===== config.mk =====
export PLATFORM = sky130hd
export DESIGN_NAME = spi_read_module
export DESIGN_NICKNAME = d
export VERILOG_FILES = /design/src/rtl/spi_read_module_pkg.sv /design/src/rtl/spi_read_module_sync_2ff.sv /design/src/rtl/spi_read_module.sv
export SDC_FILE = /design/constraint.sdc
export NUM_CORES = 1
export LEC_CHECK = 0
export CAP_MARGIN = 25
export CORE_AREA = 2 2 86 88
export DETAILED_ROUTE_END_ITERATION = 12
export DIE_AREA = 0 0 88 90
export PLACE_DENSITY = 0.49
export SYNTH_ARGS = -nofsm -noshare
export SYNTH_HDL_FRONTEND = slang
export SYNTH_HIERARCHICAL = 1
export SYNTH_SLANG_ARGS = --single-unit

===== constraint.sdc =====
create_clock -name CLK -period 5.4 [get_ports CLK]
set_clock_uncertainty 0.05 [all_clocks]
set_input_delay 1.08 -clock CLK [delete_from_list [all_inputs] [get_ports CLK]]
set_output_delay 1.08 -clock CLK [all_outputs]
set_load 0.03 [all_outputs]

===== src/rtl/spi_read_module_pkg.sv =====
// Shared constants for the SPI read path: FSM encoding, default timing and
// the bit positions of CS/SCLK inside the two-bit SPI_Out bus.
package spi_pkg;

  localparam int DEFAULT_HALF_CNT = 24;

  localparam int CS_BIT   = 1;
  localparam int SCLK_BIT = 0;

  localparam logic [2:0] ST_IDLE  = 3'd0;
  localparam logic [2:0] ST_SETUP = 3'd1;
  localparam logic [2:0] ST_LOW   = 3'd2;
  localparam logic [2:0] ST_HIGH  = 3'd3;
  localparam logic [2:0] ST_HOLD  = 3'd4;
  localparam logic [2:0] ST_DONE  = 3'd5;

endpackage


===== src/rtl/spi_read_module_sync_2ff.sv =====
// Two-flop synchronizer that brings the slave's MISO line into the CLK domain.
module sync_2ff (
  input  logic CLK,
  input  logic RSTn,
  input  logic d,
  output logic q
);

  logic meta;

  always_ff @(posedge CLK or negedge RSTn) begin
    if (!RSTn) begin
      meta <= 1'b0;
      q    <= 1'b0;
    end else begin
      meta <= d;
      q    <= meta;
    end
  end

endmodule


===== src/rtl/spi_read_module.sv =====
// Mode-3 SPI master receiver: drives CS/SCLK and shifts in a burst of bytes
// from MISO, MSB first, under the level Start_Sig / pulse Done_Sig handshake.
module spi_read_module
  import spi_pkg::*;
#(
  parameter int HALF_CNT = DEFAULT_HALF_CNT,
  parameter int LEN_W    = 4
) (
  input  logic             CLK,
  input  logic             RSTn,
  input  logic             Start_Sig,
  input  logic [LEN_W-1:0] Read_Len,
  input  logic             SPI_In,
  output logic [7:0]       Rd_Data,
  output logic             Rd_Valid,
  output logic             Done_Sig,
  output logic             Busy,
  output logic [1:0]       SPI_Out
);

  localparam int CNT_W = (HALF_CNT < 1) ? 1 : $clog2(HALF_CNT + 1);

  logic [2:0]       state;
  logic [CNT_W-1:0] half_cnt;
  logic [2:0]       bit_cnt;
  logic [LEN_W-1:0] byte_cnt;
  logic [LEN_W-1:0] len_q;
  logic [6:0]       shift;
  logic             byte_done;
  logic             cs_q;
  logic             sclk_q;
  logic             miso_s;
  logic             half_wrap;
  logic             timed;
  logic             abort;

  sync_2ff u_miso_sync (
    .CLK  (CLK),
    .RSTn (RSTn),
    .d    (SPI_In),
    .q    (miso_s)
  );

  assign half_wrap = (half_cnt == CNT_W'(HALF_CNT));
  assign timed     = (state == ST_SETUP) || (state == ST_LOW) ||
                     (state == ST_HIGH)  || (state == ST_HOLD);
  // The final HOLD edge completes the burst even if Start_Sig drops on it.
  assign abort     = timed && !Start_Sig && !((state == ST_HOLD) && half_wrap);

  assign SPI_Out[CS_BIT]   = cs_q;
  assign SPI_Out[SCLK_BIT] = sclk_q;

  always_ff @(posedge CLK or negedge RSTn) begin
    if (!RSTn) begin
      state     <= ST_IDLE;
      half_cnt  <= '0;
      bit_cnt   <= '0;
      byte_cnt  <= '0;
      len_q     <= '0;
      shift     <= '0;
      byte_done <= 1'b0;
      cs_q      <= 1'b1;
      sclk_q    <= 1'b1;
      Rd_Data   <= '0;
      Rd_Valid  <= 1'b0;
      Done_Sig  <= 1'b0;
      Busy      <= 1'b0;
    end else begin
      Rd_Valid <= 1'b0;
      Done_Sig <= 1'b0;
      if (timed && !half_wrap)
        half_cnt <= half_cnt + 1'b1;
      else
        half_cnt <= '0;

      if (abort) begin
        state     <= ST_IDLE;
        cs_q      <= 1'b1;
        sclk_q    <= 1'b1;
        Busy      <= 1'b0;
        half_cnt  <= '0;
        bit_cnt   <= '0;
        byte_cnt  <= '0;
        byte_done <= 1'b0;
      end else begin
        case (state)
          ST_IDLE: begin
            Busy <= 1'b0;
            if (Start_Sig) begin
              len_q     <= (Read_Len == '0) ? LEN_W'(1) : Read_Len;
              cs_q      <= 1'b0;
              Busy      <= 1'b1;
              bit_cnt   <= '0;
              byte_cnt  <= '0;
              byte_done <= 1'b0;
              state     <= ST_SETUP;
            end
          end
          ST_SETUP: begin
            if (half_wrap) begin
              sclk_q <= 1'b0;
              state  <= ST_LOW;
            end
          end
          ST_LOW: begin
            if (half_wrap) begin
              sclk_q <= 1'b1;
              state  <= ST_HIGH;
              if (bit_cnt == 3'd7) begin
                Rd_Data   <= {shift, miso_s};
                Rd_Valid  <= 1'b1;
                bit_cnt   <= '0;
                byte_cnt  <= byte_cnt + 1'b1;
                byte_done <= 1'b1;
              end else begin
                shift   <= {shift[5:0], miso_s};
                bit_cnt <= bit_cnt + 1'b1;
              end
            end
          end
          ST_HIGH: begin
            if (half_wrap) begin
              byte_done <= 1'b0;
              if (byte_done && (byte_cnt == len_q)) begin
                state <= ST_HOLD;
              end else begin
                sclk_q <= 1'b0;
                state  <= ST_LOW;
              end
            end
          end
          ST_HOLD: begin
            if (half_wrap) begin
              cs_q     <= 1'b1;
              Done_Sig <= 1'b1;
              state    <= Start_Sig ? ST_DONE : ST_IDLE;
            end
          end
          ST_DONE: begin
            Busy <= 1'b0;
            if (!Start_Sig)
              state <= ST_IDLE;
          end
          default: begin
            state <= ST_IDLE;
          end
        endcase
      end
    end
  end

endmodule


==> impl_metrics.yaml <==
power_and_ir_drop:
  netSwitchingFraction_pct: 22.35
  switchingPower_mw: 0.1390
  power.share.sequential_pct: 53.1
  power.share.clock_pct: 39.3
  ir_drop_v: 0.0001095
  power_mw: 0.6222
  power.internal_mw: 0.4831
  powerDensity_nw_per_um2: 255.5
  combPwrFrac_pct: 7.6
  p_leak_nw: 1.054
routing:
  routed-via-count: 1380
  ant_nets: 0
  drc_errors: 0
  drt_iter0_drc: 113
  wl_per_cell_um: 13.18
  drtPass1Iterations: 4
  viasPerCell: 4.662
  totalWireLength_um: 3902
clocking:
  numCtsBuffers: 5
  ctsResizeCount: 0
  clk_pin_slew_worst_paths_ns: 0.08
  clk_latency_ns: 0.29
  h-tree-depth: 2
  cts_root_buffer: "clkbuf_8"
  cts_hold_buf: 0
  cts_setup_buffers: 0
  cts_tree: "done"
  cts_buffer_depth: 2
  cts.sinks: 42
worst_setup_path:
  crit_start: "Start_Sig"
  timing.rr.start: "state[2]"
  endpoint_kind: "flop"
  r2r_slack_ns: 3.14
  path_max_fanout: 17
  critPathArrivalTime_ns: 3.20
  cp.required_ns: 5.52
  start_kind: "primary input"
  worstSetupPathType: "primary input to flop"
sta:
  whs_ns: 0.3091
  rsz0062_at_grt: "false"
  relSlewSlack_pct: 57.88
  setup_viol: 0
  drv_slew: 0
  finalWorstSetupSlack_ns: 2.322
  final_hold_viol_count: 0
  setup-tns-final_ns: 0
  period_share_pct: 57.00
  period_needed_ns: 3.078
  max_freq_ghz: 0.3249
  tightestPinTransition_ns: 0.6230
global_routing:
  grt_max_degree: 43
  grt_pass1_wl_um: 6755
  grt_pass1_vias: 1405
  overflow: 0
  grt.total_usage_pct: 10.79
  antenna_found_initial: 0
layout:
  multi_input_area_sq_um: 898.4
  areaGrowthSynthToFinish_pct: 18.80
  post-route-util_pct: 34.68
  drive_above_1_share_pct: 18.78
  num-fill-cells: 702
  nets: 209
  final_area_sq_um: 2435
  seqCellArea_sq_um: 1054
  diodes: 0
  stdcell_count: 296
logic_synthesis:
  seq_area_frac_synth_pct: 51.40
  yosysUniqueCellTypes: 46
  synthTopCellsByArea: "dfrtp_1 49%, mux2_2 10%, ha_1 3.1%, nand3_1 2.9%, dfstp_2 2.6%"
  yosys_warnings: 6
  netlist_instances: 179
  synth_edf_count: 0
  synth_area_sq_um: 2049
  synth-seq-cells: 42
  synth_flop_cell: "dfrtp_1"
  avgSynthCellArea_sq_um: 11.45
  syn_nets: 192
  synth.most_common_cell: "dfrtp_1"
  synth_common_cells: "40 x dfrtp_1, 19 x mux2_2, 12 x nand3_1, 12 x nor2_1, 10 x a21oi_1"
  yosysTopAreaCell: "dfrtp_1"
  async_flop_share_pct: 100.0
  synth_top_area_share_pct: 48.84
die:
  die_area_sq_um: 7920
  rows: 31
  start_util_pct: 29.19
  fp.dieH_um: 90
  die_w_um: 88
  core_sq_um: 7020
  io_pins: 21
place:
  place_inst: 287
  dpl.hpwl_um: 2638
  numPortBuffers: 20
  dpl_cell_area_sq_um: 2305
  place_ws_ns: 2.023
  gp_congestion: 0.6859
job:
  max-cap-violations: 0
hold_path:
  hold_class: "flop to flop"
  hp-start: "u_miso_sync/meta"
outcome:
  status: "complete, no violations"
==> flip-flops by register name, indices dropped and copies added (netlist names), 3 cells and up <==
register,count
Rd_Data,8
shift,7
byte_cnt,4
len_q,4
state,3
bit_cnt,3
half_cnt,5
==> cells in the final DEF, fill, tap and decap left out, types with 2 or more instances in the layout <==
master / instances
a21o_1: 2
a21oi_1: 10
and2_1: 2
clkbuf_8: 5
clkdlybuf4s50_1: 19
dfrtp_1: 40
dfstp_2: 2
ha_1: 5
inv_1: 9
mux2_2: 19
mux2i_1: 5
nand2_1: 7
nand3_1: 12
nor2_1: 12
nor3_1: 5
o211ai_1: 2
o21ai_0: 3
or3_1: 2
xnor2_1: 2
xor2_1: 6
==> critical path, stage by stage <==
cell             delay [ns]
clkdlybuf4s50_1        0.69
nor4b_1                0.66
a22oi_1                0.22
o31ai_2                0.16
mux2_2                 0.38
==> power by group through the flow <==
| stage | registers [mW] | clock network, mW | logic (mW) |
|---|---|---|---|
| 2_1_floorplan | 0.335 | 0 | 0.0280 |
| 3_3_place_gp | 0.337 | 0 | 0.0465 |
| 3_5_place_dp | 0.337 | 0 | 0.0468 |
| 4_1_cts | 0.330 | 0.257 | 0.0470 |
| 5_1_grt | 0.332 | 0.272 | 0.0539 |
| 6_report | 0.330 | 0.244 | 0.0476 |
==> worst paths after layout <==
kind / cells past startpoint / end
max in group asynchronous: 2 / cs_q
min in group asynchronous: 1 / Rd_Data[4]
min: 0 / u_miso_sync/q
max reg2reg: 4 / bit_cnt[0]
min reg2reg: 0 / u_miso_sync/q
max: 5 / bit_cnt[0]
==> per-layer routing <==
layer | vias up | GRT usage [%] | part of all wire, %
li1 | 666 | - | -
met1 | 685 | 16.09 | 51
met5 | - | 0 | 0
met4 | 0 | 3.333 | 0
met2 | 29 | 14.96 | 45
met3 | 0 | 3.122 | 4.4
==> logic make-up after synthesis <==
group / synth area share [%]
buffers and inverters: 4.761
flip-flops: 51.40
XOR/XNOR: 3.419
AND/OR/NAND/NOR: 15.57
adder cells (fa/ha/maj): 3.053
multiplexers: 12.88
AO/OA/AOI/OAI: 8.913
==> final cells by class <==
class,instances,share of cell area (%)
flip-flops and latches,42,43.27
multi-input cells,117,36.90
repair buffers,21,8.839
well taps,99,5.087
clock buffers,6,2.980
clock inverters,2,1.542
inverters,9,1.387
Power figures use the tool's default switching activity.
